File: config.mk
export PLATFORM = sky130hd
export DESIGN_NAME = tape_cuts_tx
export DESIGN_NICKNAME = d
export VERILOG_FILES = /design/src/rtl/tape_cuts_tx.sv
export SDC_FILE = /design/constraint.sdc
export NUM_CORES = 1
export LEC_CHECK = 0
export BUFFER_PORTS_ARGS = -buffer_cell sky130_fd_sc_hd__buf_4
export CORE_AREA = 2 2 78 80
export CTS_BUF_LIST = sky130_fd_sc_hd__clkbuf_4
export DETAILED_ROUTE_END_ITERATION = 6
export DIE_AREA = 0 0 80 82
export GPL_TIMING_DRIVEN = 0
export RECOVER_POWER = 25
export SYNTH_ARGS = -nofsm -noshare
export SYNTH_HDL_FRONTEND = slang
export SYNTH_SLANG_ARGS = --single-unit
File: constraint.sdc
create_clock -name clk_42 -period 4.13 [get_ports clk_42]
set_input_delay 0.413 -clock clk_42 [delete_from_list [all_inputs] [get_ports clk_42]]
set_output_delay 0.413 -clock clk_42 [all_outputs]
set_load 0.01 [all_outputs]
File: src/rtl/tape_cuts_tx.sv
// Atom CUTS cassette modulator: frames bytes (start, 8 data LSB first, stop) into 1200/2400 Hz FSK on cas_out.
// Optional TAPE_CUTS_TX_TURBO_EN build adds a turbo input that runs the bit clock 4x faster (1200 baud).
module tape_cuts_tx #(
    parameter int HALF_TICK   = 8949,
    parameter int LEADER_BITS = 1500,
    parameter int TICK_W      = 14
) (
    input  logic       clk_42,
    input  logic       reset,
    input  logic       enable,
    input  logic [7:0] tx_data,
    input  logic       tx_valid,
    output logic       tx_ready,
    output logic       cas_out,
    output logic       busy,
    output logic       leader_active
`ifdef TAPE_CUTS_TX_TURBO_EN
    ,
    input  logic       turbo
`endif
);

    // state  | meaning
    // IDLE   | motor off, cas_out low, prescaler parked at 0
    // LEADER | LEADER_BITS mark bits before the first byte
    // MARK   | mark-tone filler while no byte is waiting
    // START  | start bit (0)
    // DATA   | 8 data bits from the shift register, LSB first
    // STOP   | stop bit (1)
    typedef enum logic [2:0] {IDLE, LEADER, MARK, START, DATA, STOP} state_t;

    localparam int LB_W  = (LEADER_BITS > 1) ? $clog2(LEADER_BITS) : 1;
    localparam int CNT_W = (LB_W > 3) ? LB_W : 3;

    state_t            state, state_n;
    logic [TICK_W-1:0] tick_cnt, tick_cnt_n, tick_last;
    logic [3:0]        tick_idx, tick_idx_n;
    logic [CNT_W-1:0]  bit_cnt, bit_cnt_n;
    logic [7:0]        hold, hold_n, shreg, shreg_n;
    logic              hold_full, hold_full_n;
    logic              leader_pending, leader_pending_n;
    logic              cas_n, tx_ready_n;
    logic              tick, boundary, bit_val, load;

`ifdef TAPE_CUTS_TX_TURBO_EN
    logic turbo_q;

    // Rate only changes between bit cells so a cell is never mixed-rate.
    always_ff @(posedge clk_42) begin
        if (reset)
            turbo_q <= 1'b0;
        else if (state == IDLE || boundary)
            turbo_q <= turbo;
    end

    assign tick_last = turbo_q ? TICK_W'(HALF_TICK / 4 - 1) : TICK_W'(HALF_TICK - 1);
`else
    assign tick_last = TICK_W'(HALF_TICK - 1);
`endif

    assign tick          = (state != IDLE) && (tick_cnt == tick_last);
    assign boundary      = tick && (tick_idx == 4'd15);
    assign busy          = (state != IDLE);
    assign leader_active = (state == LEADER);

    always_comb begin
        state_n          = state;
        tick_cnt_n       = tick_cnt;
        tick_idx_n       = tick_idx;
        bit_cnt_n        = bit_cnt;
        hold_n           = hold;
        hold_full_n      = hold_full;
        shreg_n          = shreg;
        leader_pending_n = leader_pending;
        cas_n            = cas_out;
        load             = 1'b0;

        case (state)
            START:   bit_val = 1'b0;
            DATA:    bit_val = shreg[0];
            default: bit_val = 1'b1;
        endcase

        if (tx_valid && tx_ready) begin
            hold_n      = tx_data;
            hold_full_n = 1'b1;
        end

        if (state != IDLE)
            tick_cnt_n = tick ? '0 : tick_cnt + TICK_W'(1);

        // A 0 cell toggles on odd ticks only, giving half the frequency with continuous phase.
        if (tick) begin
            tick_idx_n = tick_idx + 4'd1;
            if (bit_val || tick_idx[0])
                cas_n = ~cas_out;
        end

        case (state)
            IDLE: begin
                if (enable) begin
                    state_n   = leader_pending ? LEADER : MARK;
                    bit_cnt_n = '0;
                end
            end
            LEADER: begin
                if (boundary) begin
                    if (bit_cnt == CNT_W'(LEADER_BITS - 1)) begin
                        leader_pending_n = 1'b0;
                        if (hold_full) load = 1'b1;
                        else           state_n = MARK;
                    end else begin
                        bit_cnt_n = bit_cnt + CNT_W'(1);
                    end
                end
            end
            MARK: begin
                if (boundary && hold_full)
                    load = 1'b1;
            end
            START: begin
                if (boundary) begin
                    state_n   = DATA;
                    bit_cnt_n = '0;
                end
            end
            DATA: begin
                if (boundary) begin
                    shreg_n   = {1'b0, shreg[7:1]};
                    bit_cnt_n = bit_cnt + CNT_W'(1);
                    if (bit_cnt == CNT_W'(7))
                        state_n = STOP;
                end
            end
            STOP: begin
                if (boundary) begin
                    if (hold_full) load = 1'b1;
                    else           state_n = MARK;
                end
            end
            default: state_n = IDLE;
        endcase

        if (load) begin
            state_n     = START;
            shreg_n     = hold;
            hold_full_n = 1'b0;
        end

        // Motor stop wins over everything: the partial byte and any held byte are dropped.
        if (!enable) begin
            state_n          = IDLE;
            cas_n            = 1'b0;
            tick_cnt_n       = '0;
            tick_idx_n       = '0;
            hold_full_n      = 1'b0;
            leader_pending_n = 1'b1;
        end

        tx_ready_n = enable && !hold_full_n;
    end

    always_ff @(posedge clk_42) begin
        if (reset) begin
            state          <= IDLE;
            tick_cnt       <= '0;
            tick_idx       <= '0;
            bit_cnt        <= '0;
            hold           <= '0;
            hold_full      <= 1'b0;
            shreg          <= '0;
            leader_pending <= 1'b1;
            cas_out        <= 1'b0;
            tx_ready       <= 1'b0;
        end else begin
            state          <= state_n;
            tick_cnt       <= tick_cnt_n;
            tick_idx       <= tick_idx_n;
            bit_cnt        <= bit_cnt_n;
            hold           <= hold_n;
            hold_full      <= hold_full_n;
            shreg          <= shreg_n;
            leader_pending <= leader_pending_n;
            cas_out        <= cas_n;
            tx_ready       <= tx_ready_n;
        end
    end

endmodule

# ---- Word level (Yosys, flattened, before mapping)
# Cells that the tools add are included.
dict set report classes {
  add_sub_neg 3
  multipliers 0
  div_mod_pow 0
  n_lt_le_gt_ge 0
  n_eq_ne 24
  shifts 0
  muxes 30
  bitwise 3
  n_reduce_logical 20
}
# cell n
set ops {}
lappend ops {{2-to-1 mux 11 bit} 5}
lappend ops {{case mux 11 bit (4 select lines)} 1}
lappend ops {{2-to-1 mux 8 bit} 3}
lappend ops {{2-to-1 mux 3 bit} 7}
lappend ops {{case mux 3 bit (6 select lines)} 1}
lappend ops {{adder 14 x 1 -> 14 bit, second input constant} 1}
lappend ops {{== test 14 bit, second input constant} 1}
lappend ops {{2-to-1 mux 14 bit} 1}
lappend ops {{!= test 2 bit, second input constant} 7}
lappend ops {{AND reduction 7 bit} 2}
lappend ops {{!= test 3 bit, second input constant} 4}
lappend ops {{adder 11 x 1 -> 11 bit, second input constant} 1}
lappend ops {{== test 11 bit, second input constant} 1}
lappend ops {{== test 11 x 3 -> 1 bit, second input constant} 1}
lappend ops {{2-to-1 mux 1 bit} 8}
lappend ops {{== test 3 x 2 -> 1 bit, second input constant} 2}
lappend ops {{== test 3 bit, second input constant} 2}
lappend ops {{!= test 3 x 1 -> 1 bit, second input constant} 2}
lappend ops {{AND reduction 6 bit} 1}
lappend ops {{logical AND 1 bit} 5}
lappend ops {{adder 4 x 1 -> 4 bit, second input constant} 1}
lappend ops {{== test 4 bit, second input constant} 1}
lappend ops {{2-to-1 mux 2 bit} 2}
lappend ops {{!= test 2 x 1 -> 1 bit, second input constant} 2}
lappend ops {{other kinds (14)} 18}
dict set report word_totals {
  reg_bits 52
  latch_bits 0
  ramBits 0
  romBits 0
  inputBits 12
  out_inout_bits 4
  word_cells 91
  mem_count 0
}

# ---- Logic depth before layout (Yosys ltp)
dict set report logic_depth {
  ltp_word 10
  depth_mapped 11
  depth_no_buf 8
}

# ---- Least setup slack after synthesis
# Ideal clock, no wire load.
dict set report synth_path {
  path_type {register to register}
  startpoint {register tick_cnt[0]}
  endpoint {register bit_cnt[2]}
  setup_time_ns 0.070
  arrival_ns 2.781
  required_time_ns 4.060
  setup_slack_ns 1.279
  stages_incl_launch_ff 12
  n_path_buf 3
  period_less_slack_ns 2.851
  cell_sequence {dfxtp_1 inv_1 ha_1 or4bb_1 or3_1 or4b_1 buf_6 and3_4 buf_6 buf_6 or3_1 a21oi_1}
}
dict set report synth_between {
  elab_chain_len 5
  elab_cells_between_ends 7
  classes_between {eq/ne (4); reduce/logical (3)}
}
# element line
set synth_rtl {}
lappend synth_rtl {{from (decl)} 36} ;# logic [TICK_W-1:0] tick_cnt, tick_cnt_n, tick_last;
lappend synth_rtl {{from (signal assigned)} 177} ;# tick_cnt <= tick_cnt_n;
lappend synth_rtl {{== test 14 bit *} 61} ;# assign tick = (state != IDLE) && (tick_cnt == tick_last);
lappend synth_rtl {{logical AND 1 bit *} 61}
lappend synth_rtl {{logical AND 1 bit *} 62} ;# assign boundary = tick && (tick_idx == 4'd15);
lappend synth_rtl {{!= test 2 bit (no source line) / != test 2 x 1 -> 1 bit (equally long branches)} --}
lappend synth_rtl {{AND reduction 6 bit (no source line) *} --}
lappend synth_rtl {{to (signal assigned)} 179} ;# bit_cnt <= bit_cnt_n;
lappend synth_rtl {{to (decl)} 38} ;# logic [CNT_W-1:0] bit_cnt, bit_cnt_n;
# Every way passes the cells marked *; elsewhere a longest branch is shown, timed or not.
# A chain may end at the register's enable or synchronous reset.

# ---- Final worst setup path
# Ends and elaborated chain as after synthesis.

==> qor.tcl <==
set qor(wl_mm) 5.09
set qor(slew_at_the_pin_with_the_worst_max_slew_slack_ps) 768
set qor(setup_viol_count_final) 0
set qor(drt_first_iter_violations) 138
set qor(worst_setup_path_end_kind) {flip-flop}
set qor(clock_tree.root_cell) {clkbuf_4}
set qor(synthesis.yosys.warnings) 0
set qor(share_of_layout_cells_above_drive_strength_1_pct) 8.00
set qor(worst_setup_margin_ps) 1060
set qor(timing.final.crit_share_pct) 74.4
set qor(synth.ff_latch_count) 52
set qor(numnets_final) 340
set qor(cts.hold.buffers_added) 0
set qor(unrepaired_setup_endpoints_after_global_routing) {false}
set qor(numPortBuffers) 13
set qor(drt-wirelength-per-cell_um) 12.7
set qor(numClockSinks) 52
set qor(timing_hold_violations_final) 0
set qor(max_slew_margin_pct) 48.3
set qor(floorplan.die_area_mm2) 0.00656
set qor(cts_max_path_buffers) 2
set qor(drt_drc_violations_left) 0
set qor(synthesis.instances) 304
set qor(async_reset_ff_share_pct) 0
set qor(inserted_clock_buffers) 5
set qor(critPathLaunchType) {flip-flop}
set qor(overflow) 0
set qor(via_count_of_the_first_global_routing_pass) 1782
set qor(layout-area-overhead-vs-synth_pct) 9.54
set qor(die_x_um) 80
set qor(antenna-diode-count) 0
set qor(power.density_mw_per_mm2) 299
set qor(drt-pass1-iter-count) 4
set qor(ioPinCount) 16
set qor(std_cell_rows) 28
set qor(timing_worst_setup_path_type) {flip-flop to flip-flop}
set qor(synth.most_common_cell) {dfxtp_1}
set qor(postCtsSetupBuffers) 0
set qor(design.core.area_mm2) 0.00575
set qor(dp_slack_ps) 1070
set qor(synth_edf_count) 0
set qor(initial_utilization_pct) 43.8
set qor(placedCellCount) 392
set qor(die_h_um) 82
set qor(grt_max_degree) 17
set qor(synth-main-ff-cell) {dfxtp_1}
set qor(synth.yosys.seq_area_share_pct) 41.4
set qor(vias) 2121
set qor(globalRouteTotalUtil_pct) 16.0
set qor(vdd_drop_max_uv) 158
set qor(drv_cap) 0
set qor(synth_top_cell_area_share_pct) 41.4
set qor(grt_antenna_before_repair) 0
set qor(holdCritPathClass) {input pin to flip-flop}
set qor(gp_routability_congestion) 0.821
set qor(clkTransAtPathRegs_ps) 150
set qor(power_uw) 824
set qor(status) {finished clean}
set qor(p_leak_nw) 0.916
set qor(synthDominantAreaCellType) {dfxtp_1}
set qor(crit_fanout) 10
set qor(fmaxAchievable_mhz) 326
set qor(drt.antenna.violating_nets) 0
set qor(maxSlewViolCount) 0
set qor(post_drt_via_cell_ratio) 5.30
set qor(ys_top_cells_by_area) {dfxtp_1, a21oi_1, nor2_1}
set qor(syn-mean-instance-area_um2) 8.28
set qor(fin_skew_ps) 8.07
set qor(syn-num-nets) 320
set qor(setup_total_negative_slack_ps) 0
set qor(post_synth_num_cell_types) 47
set qor(synth.top_cells.by_count) {dfxtp_1, nor2_1, a21oi_1}
set qor(tritoncts) {done}
set qor(cp_data_required_time_ps) 4440
set qor(global_route_wire_length_before_repair_mm) 8.26
set qor(worst_path_arrival_ps) 3380
set qor(mappedNetlistArea_mm2) 0.00252
set qor(fin_util_pct) 48.0
set qor(dp_hpwl_mm) 3.71
set qor(fin_crit_ps) 3070
set qor(n_fill_cell) 610
set qor(clock_latency_on_the_worst_skew_pair_ps) 370
set qor(stdcell_count) 400
set qor(post_cts.resized_instances) 0
set qor(clock_tree.htree_level_count) 2
==> through the flow <==
step | area [um2] | hold WS (ps)
finish | 2760 | 285
global route | 2760 | 264
CTS | 2770 | 271
detailed placement | 2710 | 453
global placement | 2710 | 448
floorplan | 2520 | 437
==> critical path, stage by stage, from the launching register on <==
cell and delay (ps):
dfxtp_1 390, inv_1 70, ha_1 140, or4bb_1 530, nor4_2 600, o2111ai_1 330
and3_4 270, buf_6 130, buf_6 130, or3_1 300, a21oi_1 130
==> routing by layer <==
| layer | global-route usage, % | wire length, um | vias to the layer above |
|---|---|---|---|
| met5 | 0 | 0 | - |
| met1 | 22.0 | 2620 | 971 |
| li1 | - | - | 1124 |
| met4 | 5.08 | 55 | 0 |
| met3 | 3.63 | 121 | 4 |
| met2 | 24.8 | 2290 | 22 |
==> final timing paths <==
kind / startpoint / to / slack [ps] / cells after the start
worst max-delay path: tick_cnt[0] / bit_cnt[2] / 1060 / 10
worst max register to register: tick_cnt[0] / bit_cnt[2] / 1060 / 10
worst min register to register: hold[7] / shreg[7] / 460 / 2
worst min-delay path: tx_data[4] / hold[4] / 280 / 3
==> registers in the layout, summed over array words and instances, names as in the netlist <==
signal,cells
bit_cnt,11
cas_out,1
hold,8
hold_full,1
leader_pending,1
shreg,8
state,3
tick_cnt,14
tick_idx,4
tx_ready,1
==> placed cells by master (no fill, tap or decap), drive strengths merged, types with 2 or more instances in the layout <==
master,n
mux2i,3
nand2b,2
nand3b,9
and2,5
xor2,12
or3,7
a22oi,8
nand4,7
nor4,4
xnor2,7
clkinvlp,2
nor2,32
o31a,2
nand2,26
nand3,21
or4,2
dfxtp,52
a21oi,28
nor3,5
or4b,2
a31oi,3
o211ai,3
buf,15
clkbuf,21
inv,9
o21ai,10
ha,4
and3,7
nor2b,2
==> where the power goes <==
part | switching (mW) | leakage, nW | internal (mW) | total, mW
Clock | 0.163 | 0.0249 | 0.0645 | 0.228
Sequential | 0.00439 | 0.420 | 0.509 | 0.513
Combinational | 0.0494 | 0.471 | 0.0340 | 0.0834
==> final cells by class <==
class,count,area (um2),share of cell area (%)
multi-input combinational,225,1350,49.0
sequential,52,1040,37.7
tap,75,93.8,3.40
timing repair buffer,13,90.1,3.27
buffer,18,90.1,3.27
clock buffer,5,37.5,1.36
inverter,9,33.8,1.23
clock inverter,3,18.8,0.681
==> cells by family after synthesis <==
family                   synth area share [%]
flip-flops                               41.4
multiplexers                             1.19
adder cells (fa/ha/maj)                  1.99
AND/OR/NAND/NOR                          28.7
buffers and inverters                    4.92
XOR/XNOR                                 6.61
AO/OA/AOI/OAI                            15.3
Note: power is estimated with default switching activity, not from simulation.
